## src/rtl/lsu_bus_demux_if.sv

```systemverilog
// Bus bundle between the LSU, the request demux and the two data-side slaves.
// "master" is the LSU plus both slaves seen from outside; "slave" is the demux view.
interface lsu_bus_demux_if #(
    parameter int BUS_WIDTH = 32
);
    logic                 m_valid;
    logic                 m_ready;
    logic [BUS_WIDTH-1:0] m_addr;
    logic [BUS_WIDTH-1:0] m_wdata;
    logic                 m_we;
    logic                 m_rsp_valid;
    logic [BUS_WIDTH-1:0] m_rdata;
    logic                 m_err;
    logic [1:0]           s_valid;
    logic [1:0]           s_ready;
    logic [BUS_WIDTH-1:0] s_addr;
    logic [BUS_WIDTH-1:0] s_wdata;
    logic                 s_we;
    logic [1:0]           s_rsp_valid;
    logic [BUS_WIDTH-1:0] s0_rdata;
    logic [BUS_WIDTH-1:0] s1_rdata;

    modport master (
        output m_valid, m_addr, m_wdata, m_we,
        output s_ready, s_rsp_valid, s0_rdata, s1_rdata,
        input  m_ready, m_rsp_valid, m_rdata, m_err,
        input  s_valid, s_addr, s_wdata, s_we
    );

    modport slave (
        input  m_valid, m_addr, m_wdata, m_we,
        input  s_ready, s_rsp_valid, s0_rdata, s1_rdata,
        output m_ready, m_rsp_valid, m_rdata, m_err,
        output s_valid, s_addr, s_wdata, s_we
    );
endinterface

```

## src/rtl/lsu_bus_demux.sv

```systemverilog
// Single-outstanding request splitter from the LSU to data memory (slave0) and MMIO (slave1),
// with a timeout that converts a hung slave into an error response.
module lsu_bus_demux #(
    parameter int                   BUS_WIDTH = 32,
    parameter logic [BUS_WIDTH-1:0] SLV1_BASE = 32'h8000_0000,
    parameter int                   TIMEOUT   = 15
) (
    input logic            clk,
    input logic            reset,
    lsu_bus_demux_if.slave bus
);
    localparam int            CW       = $clog2(TIMEOUT + 1);
    localparam logic [CW-1:0] CNT_LAST = CW'(TIMEOUT - 1);
    localparam logic [CW-1:0] CNT_ONE  = {{(CW-1){1'b0}}, 1'b1};

    typedef enum logic [1:0] {
        IDLE = 2'b00,
        REQ  = 2'b01,
        WAIT = 2'b10
    } state_t;

    state_t               state_r;
    state_t               state_next_s;
    logic                 ready_r;
    logic                 sel_r;
    logic                 sel_next_s;
    logic [1:0]           s_valid_r;
    logic [BUS_WIDTH-1:0] addr_r;
    logic [BUS_WIDTH-1:0] wdata_r;
    logic                 we_r;
    logic [CW-1:0]        cnt_r;
    logic                 rsp_valid_r;
    logic [BUS_WIDTH-1:0] rdata_r;
    logic                 err_r;

    logic                 accept_s;
    logic                 done_s;
    logic                 abort_s;
    logic                 sel_ready_s;
    logic                 sel_rsp_s;
    logic [BUS_WIDTH-1:0] sel_rdata_s;
    logic                 cnt_last_s;

    assign cnt_last_s = (cnt_r == CNT_LAST);

    // Only the selected slave's handshake and data are ever looked at
    always_comb begin
        sel_ready_s = 1'b0;
        sel_rsp_s   = 1'b0;
        sel_rdata_s = {BUS_WIDTH{1'b0}};
        if (sel_r) begin
            sel_ready_s = bus.s_ready[1];
            sel_rsp_s   = bus.s_rsp_valid[1];
            sel_rdata_s = bus.s1_rdata;
        end else begin
            sel_ready_s = bus.s_ready[0];
            sel_rsp_s   = bus.s_rsp_valid[0];
            sel_rdata_s = bus.s0_rdata;
        end
    end

    // Next-state decode; completion always takes priority over the timeout
    always_comb begin
        state_next_s = state_r;
        sel_next_s   = sel_r;
        accept_s     = 1'b0;
        done_s       = 1'b0;
        abort_s      = 1'b0;
        case (state_r)
            IDLE: begin
                if (bus.m_valid && ready_r) begin
                    accept_s     = 1'b1;
                    sel_next_s   = (bus.m_addr >= SLV1_BASE);
                    state_next_s = REQ;
                end else begin
                    state_next_s = IDLE;
                end
            end
            REQ: begin
                if (sel_ready_s && sel_rsp_s) begin
                    done_s       = 1'b1;
                    state_next_s = IDLE;
                end else if (cnt_last_s) begin
                    abort_s      = 1'b1;
                    state_next_s = IDLE;
                end else if (sel_ready_s) begin
                    state_next_s = WAIT;
                end else begin
                    state_next_s = REQ;
                end
            end
            WAIT: begin
                if (sel_rsp_s) begin
                    done_s       = 1'b1;
                    state_next_s = IDLE;
                end else if (cnt_last_s) begin
                    abort_s      = 1'b1;
                    state_next_s = IDLE;
                end else begin
                    state_next_s = WAIT;
                end
            end
            default: begin
                state_next_s = IDLE;
            end
        endcase
    end

    // State register plus request-side handshake outputs, registered from the next state
    always_ff @(posedge clk or posedge reset) begin
        if (reset) begin
            state_r   <= IDLE;
            ready_r   <= 1'b0;
            sel_r     <= 1'b0;
            s_valid_r <= 2'b00;
        end else begin
            state_r <= state_next_s;
            ready_r <= (state_next_s == IDLE);
            sel_r   <= sel_next_s;
            if (state_next_s == REQ) begin
                s_valid_r <= sel_next_s ? 2'b10 : 2'b01;
            end else begin
                s_valid_r <= 2'b00;
            end
        end
    end

    // Request payload latch and timeout counter
    always_ff @(posedge clk or posedge reset) begin
        if (reset) begin
            addr_r  <= {BUS_WIDTH{1'b0}};
            wdata_r <= {BUS_WIDTH{1'b0}};
            we_r    <= 1'b0;
            cnt_r   <= {CW{1'b0}};
        end else if (accept_s) begin
            addr_r  <= bus.m_addr;
            wdata_r <= bus.m_wdata;
            we_r    <= bus.m_we;
            cnt_r   <= {CW{1'b0}};
        end else if ((state_r == REQ) || (state_r == WAIT)) begin
            cnt_r <= cnt_r + CNT_ONE;
        end else begin
            cnt_r <= cnt_r;
        end
    end

    // One-cycle response pulse; data and error hold until the next response
    always_ff @(posedge clk or posedge reset) begin
        if (reset) begin
            rsp_valid_r <= 1'b0;
            rdata_r     <= {BUS_WIDTH{1'b0}};
            err_r       <= 1'b0;
        end else if (done_s) begin
            rsp_valid_r <= 1'b1;
            rdata_r     <= sel_rdata_s;
            err_r       <= 1'b0;
        end else if (abort_s) begin
            rsp_valid_r <= 1'b1;
            rdata_r     <= {BUS_WIDTH{1'b0}};
            err_r       <= 1'b1;
        end else begin
            rsp_valid_r <= 1'b0;
        end
    end

    assign bus.m_ready     = ready_r;
    assign bus.m_rsp_valid = rsp_valid_r;
    assign bus.m_rdata     = rdata_r;
    assign bus.m_err       = err_r;
    assign bus.s_valid     = s_valid_r;
    assign bus.s_addr      = addr_r;
    assign bus.s_wdata     = wdata_r;
    assign bus.s_we        = we_r;
endmodule

```

## src/flat_wrapper.sv

```systemverilog
// flat-port wrapper written by rule: the top's interface ports become plain ports
module lsu_bus_demux_flat 
#(
    parameter int                   BUS_WIDTH = 32,
    parameter logic [BUS_WIDTH-1:0] SLV1_BASE = 32'h8000_0000,
    parameter int                   TIMEOUT   = 15
)
  (clk, reset, bus_m_valid, bus_m_addr, bus_m_wdata, bus_m_we, bus_s_ready, bus_s_rsp_valid, bus_s0_rdata, bus_s1_rdata, bus_m_ready, bus_m_rsp_valid, bus_m_rdata, bus_m_err, bus_s_valid, bus_s_addr, bus_s_wdata, bus_s_we);
  lsu_bus_demux_if #(.BUS_WIDTH(BUS_WIDTH)) bus_i ();
  input logic clk;
  input logic reset;
  input wire logic [$bits(bus_i.m_valid)-1:0] bus_m_valid;
  input wire logic [$bits(bus_i.m_addr)-1:0] bus_m_addr;
  input wire logic [$bits(bus_i.m_wdata)-1:0] bus_m_wdata;
  input wire logic [$bits(bus_i.m_we)-1:0] bus_m_we;
  input wire logic [$bits(bus_i.s_ready)-1:0] bus_s_ready;
  input wire logic [$bits(bus_i.s_rsp_valid)-1:0] bus_s_rsp_valid;
  input wire logic [$bits(bus_i.s0_rdata)-1:0] bus_s0_rdata;
  input wire logic [$bits(bus_i.s1_rdata)-1:0] bus_s1_rdata;
  output wire logic [$bits(bus_i.m_ready)-1:0] bus_m_ready;
  output wire logic [$bits(bus_i.m_rsp_valid)-1:0] bus_m_rsp_valid;
  output wire logic [$bits(bus_i.m_rdata)-1:0] bus_m_rdata;
  output wire logic [$bits(bus_i.m_err)-1:0] bus_m_err;
  output wire logic [$bits(bus_i.s_valid)-1:0] bus_s_valid;
  output wire logic [$bits(bus_i.s_addr)-1:0] bus_s_addr;
  output wire logic [$bits(bus_i.s_wdata)-1:0] bus_s_wdata;
  output wire logic [$bits(bus_i.s_we)-1:0] bus_s_we;
  assign bus_i.m_valid = bus_m_valid;
  assign bus_i.m_addr = bus_m_addr;
  assign bus_i.m_wdata = bus_m_wdata;
  assign bus_i.m_we = bus_m_we;
  assign bus_i.s_ready = bus_s_ready;
  assign bus_i.s_rsp_valid = bus_s_rsp_valid;
  assign bus_i.s0_rdata = bus_s0_rdata;
  assign bus_i.s1_rdata = bus_s1_rdata;
  assign bus_m_ready = bus_i.m_ready;
  assign bus_m_rsp_valid = bus_i.m_rsp_valid;
  assign bus_m_rdata = bus_i.m_rdata;
  assign bus_m_err = bus_i.m_err;
  assign bus_s_valid = bus_i.s_valid;
  assign bus_s_addr = bus_i.s_addr;
  assign bus_s_wdata = bus_i.s_wdata;
  assign bus_s_we = bus_i.s_we;
  lsu_bus_demux #(.BUS_WIDTH(BUS_WIDTH), .SLV1_BASE(SLV1_BASE), .TIMEOUT(TIMEOUT)) u_core (.clk(clk), .reset(reset), .bus(bus_i));
endmodule
```

## config.mk

```make
export PLATFORM = sky130hd
export DESIGN_NAME = lsu_bus_demux_flat
export DESIGN_NICKNAME = d
export VERILOG_FILES = /design/src/rtl/lsu_bus_demux_if.sv /design/src/rtl/lsu_bus_demux.sv /design/src/flat_wrapper.sv
export SDC_FILE = /design/constraint.sdc
export NUM_CORES = 1
export LEC_CHECK = 0
export CAP_MARGIN = 20
export CORE_UTILIZATION = 41
export CTS_BUF_LIST = sky130_fd_sc_hd__clkbuf_4
export DETAILED_ROUTE_END_ITERATION = 8
export PLACE_DENSITY = 0.78
export SYNTH_ARGS = -nofsm -noshare
export SYNTH_HDL_FRONTEND = slang
export SYNTH_SLANG_ARGS = --single-unit
export TNS_END_PERCENT = 100
```

## constraint.sdc

```tcl
create_clock -name clk -period 5.4 [get_ports clk]
set_input_delay 1.08 -clock clk [delete_from_list [all_inputs] [get_ports clk]]
set_output_delay 1.08 -clock clk [all_outputs]
set_load 0.01 [all_outputs]
```

==> run_results.csv, run 1 <==
group,metric,value,unit
outcome,status,"finished, final reports clean",
power,power.internal,2320,uW
die,die_h,110,um
grt,gr-total-overflow,0,
drt,drtIter0Drc,114,
die,die_area,12100,sq um
sta,drv_slew,0,
logic_synthesis,synth.top_cell.area_share,56.8,%
power,combPwrFrac,50.6,%
power,swShare,36.6,%
setup_path,slowest_delay,590,ps
logic_synthesis,yosysWarnings,0,
logic_synthesis,synthSimpleGateAreaFrac,20.0,%
logic_synthesis,syn_inst,478,
clock_tree,cts.path.max_buffers,2,
logic_synthesis,synth_top_family_by_area,"simple AND/OR/NAND/NOR gates",
drt,wl_met2,6160,um
logic_synthesis,synth_cell_types,31,
final_layout,area_growth,53.2,%
logic_synthesis,ys_top_cells_by_area,"dfrtp_1 (57%), nand2_1 (18%), mux2i_1 (14%)",
setup_path,path_depth,6,
worst_hold_path,hold_class,"flip-flop to flip-flop",
die,core,11400,sq um
logic_synthesis,synth_compound_area_share,2.76,%
final_layout,drive_above_1_share,4.08,%
clock_tree,cts_resized,0,
clock_tree,cts_root_buffer,"clkbuf_4",
drt,top_layer_used,"met4",
drt,drc,0,
logic_synthesis,synth-adder-area-share,1.56,%
setup_path,cp_num_buf_inv,2,
place,routabilityCongestion,0.758,
power,p_clk_share,10.9,%
logic_synthesis,synth.avg_cell_area,10.0,sq um
setup_path,startpoint_type,"input port",
sta,setup_slack,2660,ps
sta,max_slew_margin,48.7,%
power,p_leak,0.00345,uW
grt,grtUsageTotal,20.9,%
sta,final_hold_viol_count,0,
drt,num_vias,4074,
logic_synthesis,synth_xor_area_share,0.547,%
worst_hold_path,hold_start,"u_core.bus.s_wdata[28]",
place,post_dp_cell_area,7220,sq um
clock_tree,htreeDepth,3,
grt,grt_pass1_wl,19300,um
clock_tree,path_clk_slew,140,ps
place,dpl_worst_slack,2210,ps
setup_path,cp-end-kind,"flip-flop",
clock_tree,cts_setup_buffers,0,
logic_synthesis,synth_area,4800,sq um
clock_tree,hold_buffers,0,
sta,skew,13.4,ps
setup_path,cp_slowest_cell,"nand3_2",
power,cellPowerDensity,498,nW/um^2
final_layout,fin_util,64.4,%
sta,rsz0062_at_grt,"false",
clock_tree,cts_inserted_buffers,9,
final_layout,antenna_cells,0,
die,start_util,42.0,%
grt,antenna_found_initial,0,
job,cap_violations,0,
sta,final-setup-viol-count,0,
drt,wire_per_inst,15.0,um
logic_synthesis,ys_async_sr_fraction,100,%
sta,hold_ws,493,ps
setup_path,reg2regPathDepth,7,
setup_path,critical_path.startpoint,"bus_m_valid",
grt,grt_max_degree,64,
setup_path,crit_arrival,3110,ps
power,seq_power_share,38.4,%
sta,period_minus_slack,2740,ps
sta,worst_slew_pin_slew,770,ps
setup_path,rr_startpoint,"u_core.state_r[0]",
sta,clock.fmax,365,MHz
clock_tree,cts_sinks,109,
drt,wirelength_met1,4870,um
setup_path,critPathMaxFanout,39,
die,num_io_pins,238,
logic_synthesis,synth.area.mux_share,14.1,%
drt,vias_per_cell,4.78,
final_layout,fill_cells,895,
logic_synthesis,ys_ff_latch,109,
setup_path,cpLargestDelayFamily,"buffers and inverters",
place,dp_hpwl,9510,um
final_layout,nets,847,
drt,routed-wl-met3,1570,um
die,rows,39,
final_layout,stdcell_area,7350,sq um
power,switchingPower,1340,uW
logic_synthesis,seq_area_frac_synth,56.8,%
drt,firstDrtPassIters,4,
die,die_x,110,um
logic_synthesis,synth_edf_count,0,
worst_hold_path,hold_depth,2,
drt,routed_wl,12800,um
grt,first_global_vias,4002,
logic_synthesis,ys.flop_type,"dfrtp_1",
place,portBuffers,237,
power,max-vdd-ir-drop,0.275,mV
sta,period_share,50.7,%
sta,tns,0,ps
clock_tree,clkLatencyLatePin,450,ps
setup_path,crit_required,5770,ps
setup_path,path_cells,"clkdlybuf4s50_1 -> nand3_2 -> buf_4 -> o32ai_4 -> o21ai_1 -> a21oi_1",
setup_path,path_class,"input port to flip-flop",
logic_synthesis,syn-num-nets,620,
logic_synthesis,synth_area_leader_cell,"dfrtp_1",
drt,drtAntennaViolNets,0,
clock_tree,cts_tree,"done",
routing by layer:
| metal | global-route usage [%] | vias to the layer above |
|---|---|---|
| met4 | 7.89 | 0 |
| met3 | 7.47 | 16 |
| met1 | 23.1 | 1903 |
| li1 | - | 1973 |
| met5 | 0 | - |
| met2 | 36.7 | 182 |
flip-flops by register name (all words and copies together), names as in the netlist:
name and flops:
u_core.cnt_r 4, u_core.bus.s_we 1, u_core.bus.s_wdata 32, u_core.bus.m_rdata 32
u_core.bus.m_err 1, u_core.bus.m_rsp_valid 1, u_core.sel_r 1, u_core.bus.s_valid 2
u_core.bus.m_ready 1, u_core.bus.s_addr 32, u_core.state_r 2
power groups by stage:
stage	Sequential (uW)	Combinational, uW	Clock, uW
finish	1410	1850	401
global route	1460	2030	452
CTS	1410	1880	418
detailed placement	1420	1880	0
global placement	1410	1820	0
floorplan	1550	755	0
cell usage after synthesis, types with 2 or more instances:
master      n
a21oi_1     3
and3_1      2
buf_12      3
buf_2      10
buf_4       3
clkbuf_1    8
dfrtp_1   109
ha_1        6
inv_1       7
mux2i_1    66
nand2_1   231
nand3_1     2
nor2_1      7
o211ai_1    3
xor2_1      2
final cells by class:
| type | instances | area [sq um] | area share, % |
|---|---|---|---|
| clock inverters | 5 | 51.3 | 0.698 |
| repair buffers | 241 | 2400 | 32.7 |
| multi-input cells | 337 | 1880 | 25.5 |
| flip-flops and latches | 109 | 2730 | 37.1 |
| clock buffers | 11 | 82.6 | 1.12 |
| well taps | 143 | 179 | 2.43 |
| inverters | 7 | 28.8 | 0.391 |
logic make-up (layout without fill, tap and decap cells):
family / count (synthesis) / count (layout)
mux: 67 / 67
buf+inv: 32 / 264
simple gates: 247 / 247
fa+ha+maj: 6 / 6
xor+xnor: 3 / 3
flops: 109 / 109
compound gates: 14 / 14
cell usage in the layout, fill, tap and decap left out, types with 2 or more instances in the layout:
cell             count
clkdlybuf4s50_1    237
nand2_1            231
dfrtp_1            108
mux2i_1             66
clkbuf_4            11
nor2_1               7
inv_1                6
ha_1                 6
buf_4                4
o211ai_1             3
a21oi_1              3
xor2_1               2
clkinv_1             2
worst paths after layout:
path,endpoint,slack [ps]
setup / recovery,u_core.bus.s_valid[1],2660
hold / removal,u_core.bus.s_wdata[28],490
setup reg to reg,u_core.bus.s_valid[1],3070
hold reg to reg,u_core.bus.s_wdata[28],490
max in group asynchronous,u_core.bus.s_wdata[11],3190
min in group asynchronous,u_core.bus.m_rdata[5],1100
worst min-delay path, delay by kind of cell, from the launching register on:
family           cells  cell delay [ps]
AND/OR/NAND/NOR      2              100
flip-flops           1              370
through the flow:
step	total power, uW	std cells
global placement	3230	837
finish	3660	853
detailed placement	3290	837
floorplan	2310	478
global route	3940	853
CTS	3710	853
(Power assumes the default switching activity.)
==> inputs of run 2 (changes only) <==
==> constraint.sdc (replaced) <==
create_clock -name clk -period 2.53 [get_ports clk]
set_input_delay 0.506 -clock clk [delete_from_list [all_inputs] [get_ports clk]]
set_output_delay 0.506 -clock clk [all_outputs]
set_load 0.01 [all_outputs]
==> run 2 against run 1 <==
Non-clock buffer count is 4 higher. Die area stayed put. Wire length is 0.66% higher. Clock power is 150% higher. Via count stayed put. Worst hold slack worse by 19 ps. Combinational power is 120% higher. Worst setup slack worse by 2100 ps. Critical endpoint is now u_core.bus.m_rdata[8].
==> run_results.csv, run 2 (synthesis gave the netlist of run 1 again) <==
group,metric,value,unit
outcome,status,"finished, final reports clean",
die,num_io_pins,238,
clock_tree,htreeDepth,3,
setup_path,cpLargestDelayFamily,"simple AND/OR/NAND/NOR gates",
power,p_leak,0.00348,uW
setup_path,crit_arrival,2340,ps
grt,antenna_found_initial,0,
drt,wire_per_inst,15.0,um
place,dp_hpwl,9750,um
drt,drtAntennaViolNets,0,
die,rows,39,
power,cellPowerDensity,1070,nW/um^2
drt,vias_per_cell,4.75,
setup_path,cp_num_buf_inv,1,
setup_path,path_cells,"inv_1 -> ha_1 -> o21ai_4 -> nand2b_2 -> nand2_1 -> mux2i_1",
clock_tree,cts_sinks,109,
setup_path,crit_required,2880,ps
clock_tree,cts_resized,0,
clock_tree,hold_buffers,0,
sta,period_share,78.8,%
setup_path,critPathMaxFanout,32,
setup_path,startpoint_type,"flip-flop",
sta,final-setup-viol-count,0,
sta,tns,0,ps
sta,final_hold_viol_count,0,
final_layout,nets,851,
sta,drv_slew,0,
grt,gr-total-overflow,0,
drt,firstDrtPassIters,6,
setup_path,cp-end-kind,"flip-flop",
final_layout,antenna_cells,0,
setup_path,slowest_delay,500,ps
drt,num_vias,4074,
final_layout,fin_util,65.3,%
sta,period_minus_slack,1990,ps
final_layout,mostFrequentLayoutCells,"clkdlybuf4s50_1 (237), nand2_1 (231), dfrtp_1 (108)",
clock_tree,cts.path.max_buffers,2,
clock_tree,clkLatencyLatePin,470,ps
die,start_util,42.0,%
drt,drtIter0Drc,97,
setup_path,path_class,"flip-flop to flip-flop",
clock_tree,cts_root_buffer,"clkbuf_4",
job,cap_violations,0,
drt,drc,0,
sta,clock.fmax,502,MHz
final_layout,final_common_cell,"clkdlybuf4s50_1",
worst_hold_path,hold_class,"input port to asynchronous set/reset pin",
clock_tree,cts_tree,"done",
grt,first_global_vias,4085,
drt,routed_wl,12900,um
setup_path,cp_slowest_cell,"nand2b_2",
die,die_x,110,um
sta,worst_slew_pin_slew,620,ps
place,routabilityCongestion,0.793,
place,portBuffers,237,
die,die_area,12100,sq um
clock_tree,path_clk_slew,180,ps
grt,grt_max_degree,79,
clock_tree,cts_inserted_buffers,9,
final_layout,drive_above_1_share,4.90,%
sta,max_slew_margin,58.7,%
sta,skew,16.2,ps
final_layout,area_growth,55.2,%
die,core,11400,sq um
clock_tree,cts_setup_buffers,0,
grt,grt_pass1_wl,19700,um
sta,rsz0062_at_grt,"false",
power,max-vdd-ir-drop,0.615,mV
die,die_h,110,um
grt,grtUsageTotal,21.4,%
run 2: tightest hold or removal path, cell delays in order:
cell and delay [ps]:
clkdlybuf4s50_1 440, clkinvlp_4 110, buf_12 330
run 2: report_power, final:
| part | switching [uW] | leakage (uW) | total (uW) | internal, uW |
|---|---|---|---|---|
| sequential | 496 | 0.00131 | 3020 | 2520 |
| combinational | 1850 | 0.00209 | 3990 | 2150 |
| clock | 588 | 0.0000829 | 994 | 406 |
| total | 2930 | 0.00348 | 8010 | 5080 |
run 2: final timing paths:
| path | from | end | slack (ps) | depth (start not counted) |
|---|---|---|---|---|
| max | u_core.state_r[1] | u_core.bus.m_rdata[8] | 540 | 6 |
| min | reset | u_core.bus.s_addr[11] | 470 | 3 |
| max reg2reg | u_core.state_r[1] | u_core.bus.m_rdata[8] | 540 | 6 |
| min reg2reg | u_core.bus.s_wdata[22] | u_core.bus.s_wdata[22] | 500 | 2 |
| max in group asynchronous | reset | u_core.bus.s_addr[7] | 1690 | 3 |
| min in group clk | u_core.bus.s_wdata[22] | u_core.bus.s_wdata[22] | 500 | 2 |
run 2: final cells by class:
| cell class | instances | area, sq um |
|---|---|---|
| Clock inverter | 7 | 97.6 |
| Multi-Input combinational cell | 337 | 1880 |
| Inverter | 7 | 30.0 |
| Sequential cell | 109 | 2730 |
| Fill cell | 890 | 3970 |
| Tap cell | 143 | 179 |
| Clock buffer | 9 | 67.6 |
| Timing Repair Buffer | 245 | 2470 |
run 2: routing by layer:
metal	vias up	GRT usage [%]	share of wire, %
li1	1983	-	-
met1	1892	25.1	40
met2	179	36.4	47
met3	20	6.82	12
met4	0	8.46	1.9
met5	-	0	0
run 2: stage by stage:
stage / hold WS, ps / setup slack (ps) / area (sq um) / power (uW) / std cells
finish: 474 / 537 / 7450 / 8010 / 857
global route: 508 / 364 / 7450 / 8590 / 857
CTS: 491 / 516 / 7450 / 8110 / 857
detailed placement: 461 / 411 / 7290 / 7100 / 841
global placement: 457 / 495 / 7290 / 6960 / 841
floorplan: 511 / 709 / 4800 / 4930 / 478
==> inputs of run 3 (changes only) <==
==> constraint.sdc (replaced) <==
create_clock -name clk -period 1.87 [get_ports clk]
set_input_delay 0.374 -clock clk [delete_from_list [all_inputs] [get_ports clk]]
set_output_delay 0.374 -clock clk [all_outputs]
set_load 0.01 [all_outputs]
==> run 3 against run 2 <==
Non-clock buffer count up 4. Global-route usage down 0.66 points. Critical path depth down 5. Critical path type is now flip-flop to output port. Die area unchanged. Via count unchanged. Wire length down 1.2%. Clock power up 5%. Largest cell class unchanged. Final cell count up 0.47%. Power up 32%. Sequential cell count unchanged. First-iteration DRC count up 58%. Worst setup slack worse by 460 ps.
==> run_results.csv, run 3 (synthesis gave the netlist of run 1 again) <==
group,metric,value,unit
sta,final-setup-viol-count,0,
grt,first_global_vias,3983,
setup_path,slowest_delay,570,ps
setup_path,cp_num_buf_inv,1,
power,combPwrFrac,51.9,%
clock_tree,hold_buffers,0,
setup_path,cpLargestDelayFamily,"buffers and inverters",
sta,setup_slack,75.4,ps
sta,period_share,96.0,%
power,cellPowerDensity,1410,nW/um^2
clock_tree,cts_setup_buffers,0,
setup_path,path_cells,"clkdlybuf4s50_1",
clock_tree,cts_sinks,109,
setup_path,crit_arrival,1420,ps
place,portBuffers,237,
clock_tree,cts_inserted_buffers,9,
sta,skew,8.19,ps
sta,tns,0,ps
setup_path,critPathMaxFanout,3,
grt,antenna_found_initial,0,
place,post-place-cells,845,
setup_path,ff2ff_setup_slack,130,ps
outcome,status,"finished, final reports clean",
sta,clock.fmax,557,MHz
power,switchingPower,3910,uW
final_layout,fin_util,65.3,%
sta,max_slew_margin,74.5,%
grt,grt_max_degree,65,
power,max-vdd-ir-drop,0.776,mV
sta,rsz0062_at_grt,"false",
final_layout,final_cells,861,
die,die_h,110,um
power,p_clk_share,9.9,%
die,die_x,110,um
clock_tree,cts_root_buffer,"clkbuf_4",
drt,routed_wl,12700,um
drt,drtIter0Drc,153,
sta,drv_slew,0,
power,swShare,37.1,%
final_layout,area_growth,55.4,%
power,seq_power_share,38.2,%
grt,grtUsageTotal,20.7,%
place,routabilityCongestion,0.768,
final_layout,drive_above_1_share,5.57,%
clock_tree,cts_tree,"done",
drt,firstDrtPassIters,4,
drt,drtAntennaViolNets,0,
drt,wire_per_inst,14.8,um
die,num_io_pins,238,
final_layout,mostFrequentLayoutCells,"clkdlybuf4s50_1 (236), nand2_1 (231), dfrtp_1 (108)",
drt,drc,0,
sta,final_hold_viol_count,0,
setup_path,cp-end-kind,"output port",
final_layout,fill_cells,891,
clock_tree,htreeDepth,3,
final_layout,antenna_cells,0,
final_layout,final_common_cell,"clkdlybuf4s50_1",
die,rows,39,
power,power.internal,6630,uW
grt,grt_pass1_wl,19200,um
die,die_area,12100,sq um
grt,gr-total-overflow,0,
worst_hold_path,hold_class,"input port to asynchronous set/reset pin",
final_layout,nets,855,
place,dpl_worst_slack,5.28,ps
setup_path,path_class,"flip-flop to output port",
setup_path,crit_required,1500,ps
job,cap_violations,0,
setup_path,cp_slowest_cell,"clkdlybuf4s50_1",
power,p_leak,0.00350,uW
sta,worst_slew_pin_slew,382,ps
drt,num_vias,4074,
clock_tree,cts_resized,0,
clock_tree,cts.path.max_buffers,2,
die,core,11400,sq um
clock_tree,path_clk_slew,160,ps
sta,period_minus_slack,1790,ps
clock_tree,clkLatencyLatePin,440,ps
die,start_util,42.0,%
drt,vias_per_cell,4.73,
place,dp_hpwl,9600,um
setup_path,startpoint_type,"flip-flop",
==> run 3: cell count changes in the layout (fill, tap and decap cells not counted), moves of 2 or more <==
cell	delta
buf_12	+2
buf_4	+2
bufinv_16	-2
clkinv_2	+2
==> run 3: area by class of cell <==
cell class	count	area (sq um)	share of cell area, %
repair buffers	249	2530	33.9
clock inverters	6	38.8	0.520
well taps	143	179	2.40
clock buffers	10	75.1	1.01
multi-input cells	337	1880	25.2
flip-flops and latches	109	2730	36.6
inverters	7	30.0	0.403
==> run 3: per-stage QoR <==
stage	hold WS [ps]	instance area, sq um	power (uW)
global placement	456	7340	9420
floorplan	479	4800	6670
CTS	371	7450	10700
global route	364	7460	11400
finish	378	7460	10500
detailed placement	461	7340	9610
==> run 3: worst paths after layout <==
check	cells past startpoint	to	startpoint
setup / recovery	1	bus_m_ready	u_core.bus.m_ready
hold / removal	3	u_core.bus.s_addr[16]	reset
setup reg to reg	7	u_core.bus.m_rdata[26]	u_core.state_r[0]
hold reg to reg	2	u_core.bus.s_addr[14]	u_core.bus.s_addr[14]
max in group asynchronous	3	u_core.sel_r	reset
min in group clk	3	u_core.bus.s_addr[23]	bus_m_addr[23]
==> run 3: metal layers <==
metal	part of all wire (%)	track usage [%]	wire, um	vias to the layer above
li1	-	-	-	1985
met3	12	7.82	1550	16
met1	38	23.7	4900	1885
met5	0	0	0	-
met4	1.4	6.30	178	0
met2	48	36.0	6090	188
==> run 3: power by group through the flow <==
stage / sequential [uW] / combinational (uW) / clock, uW
after global placement: 4030 / 5390 / 0
final: 4030 / 5480 / 1040
after detailed placement: 4080 / 5540 / 0
after global routing: 4180 / 6000 / 1190
after floorplan: 4490 / 2180 / 0
after CTS: 4040 / 5560 / 1090
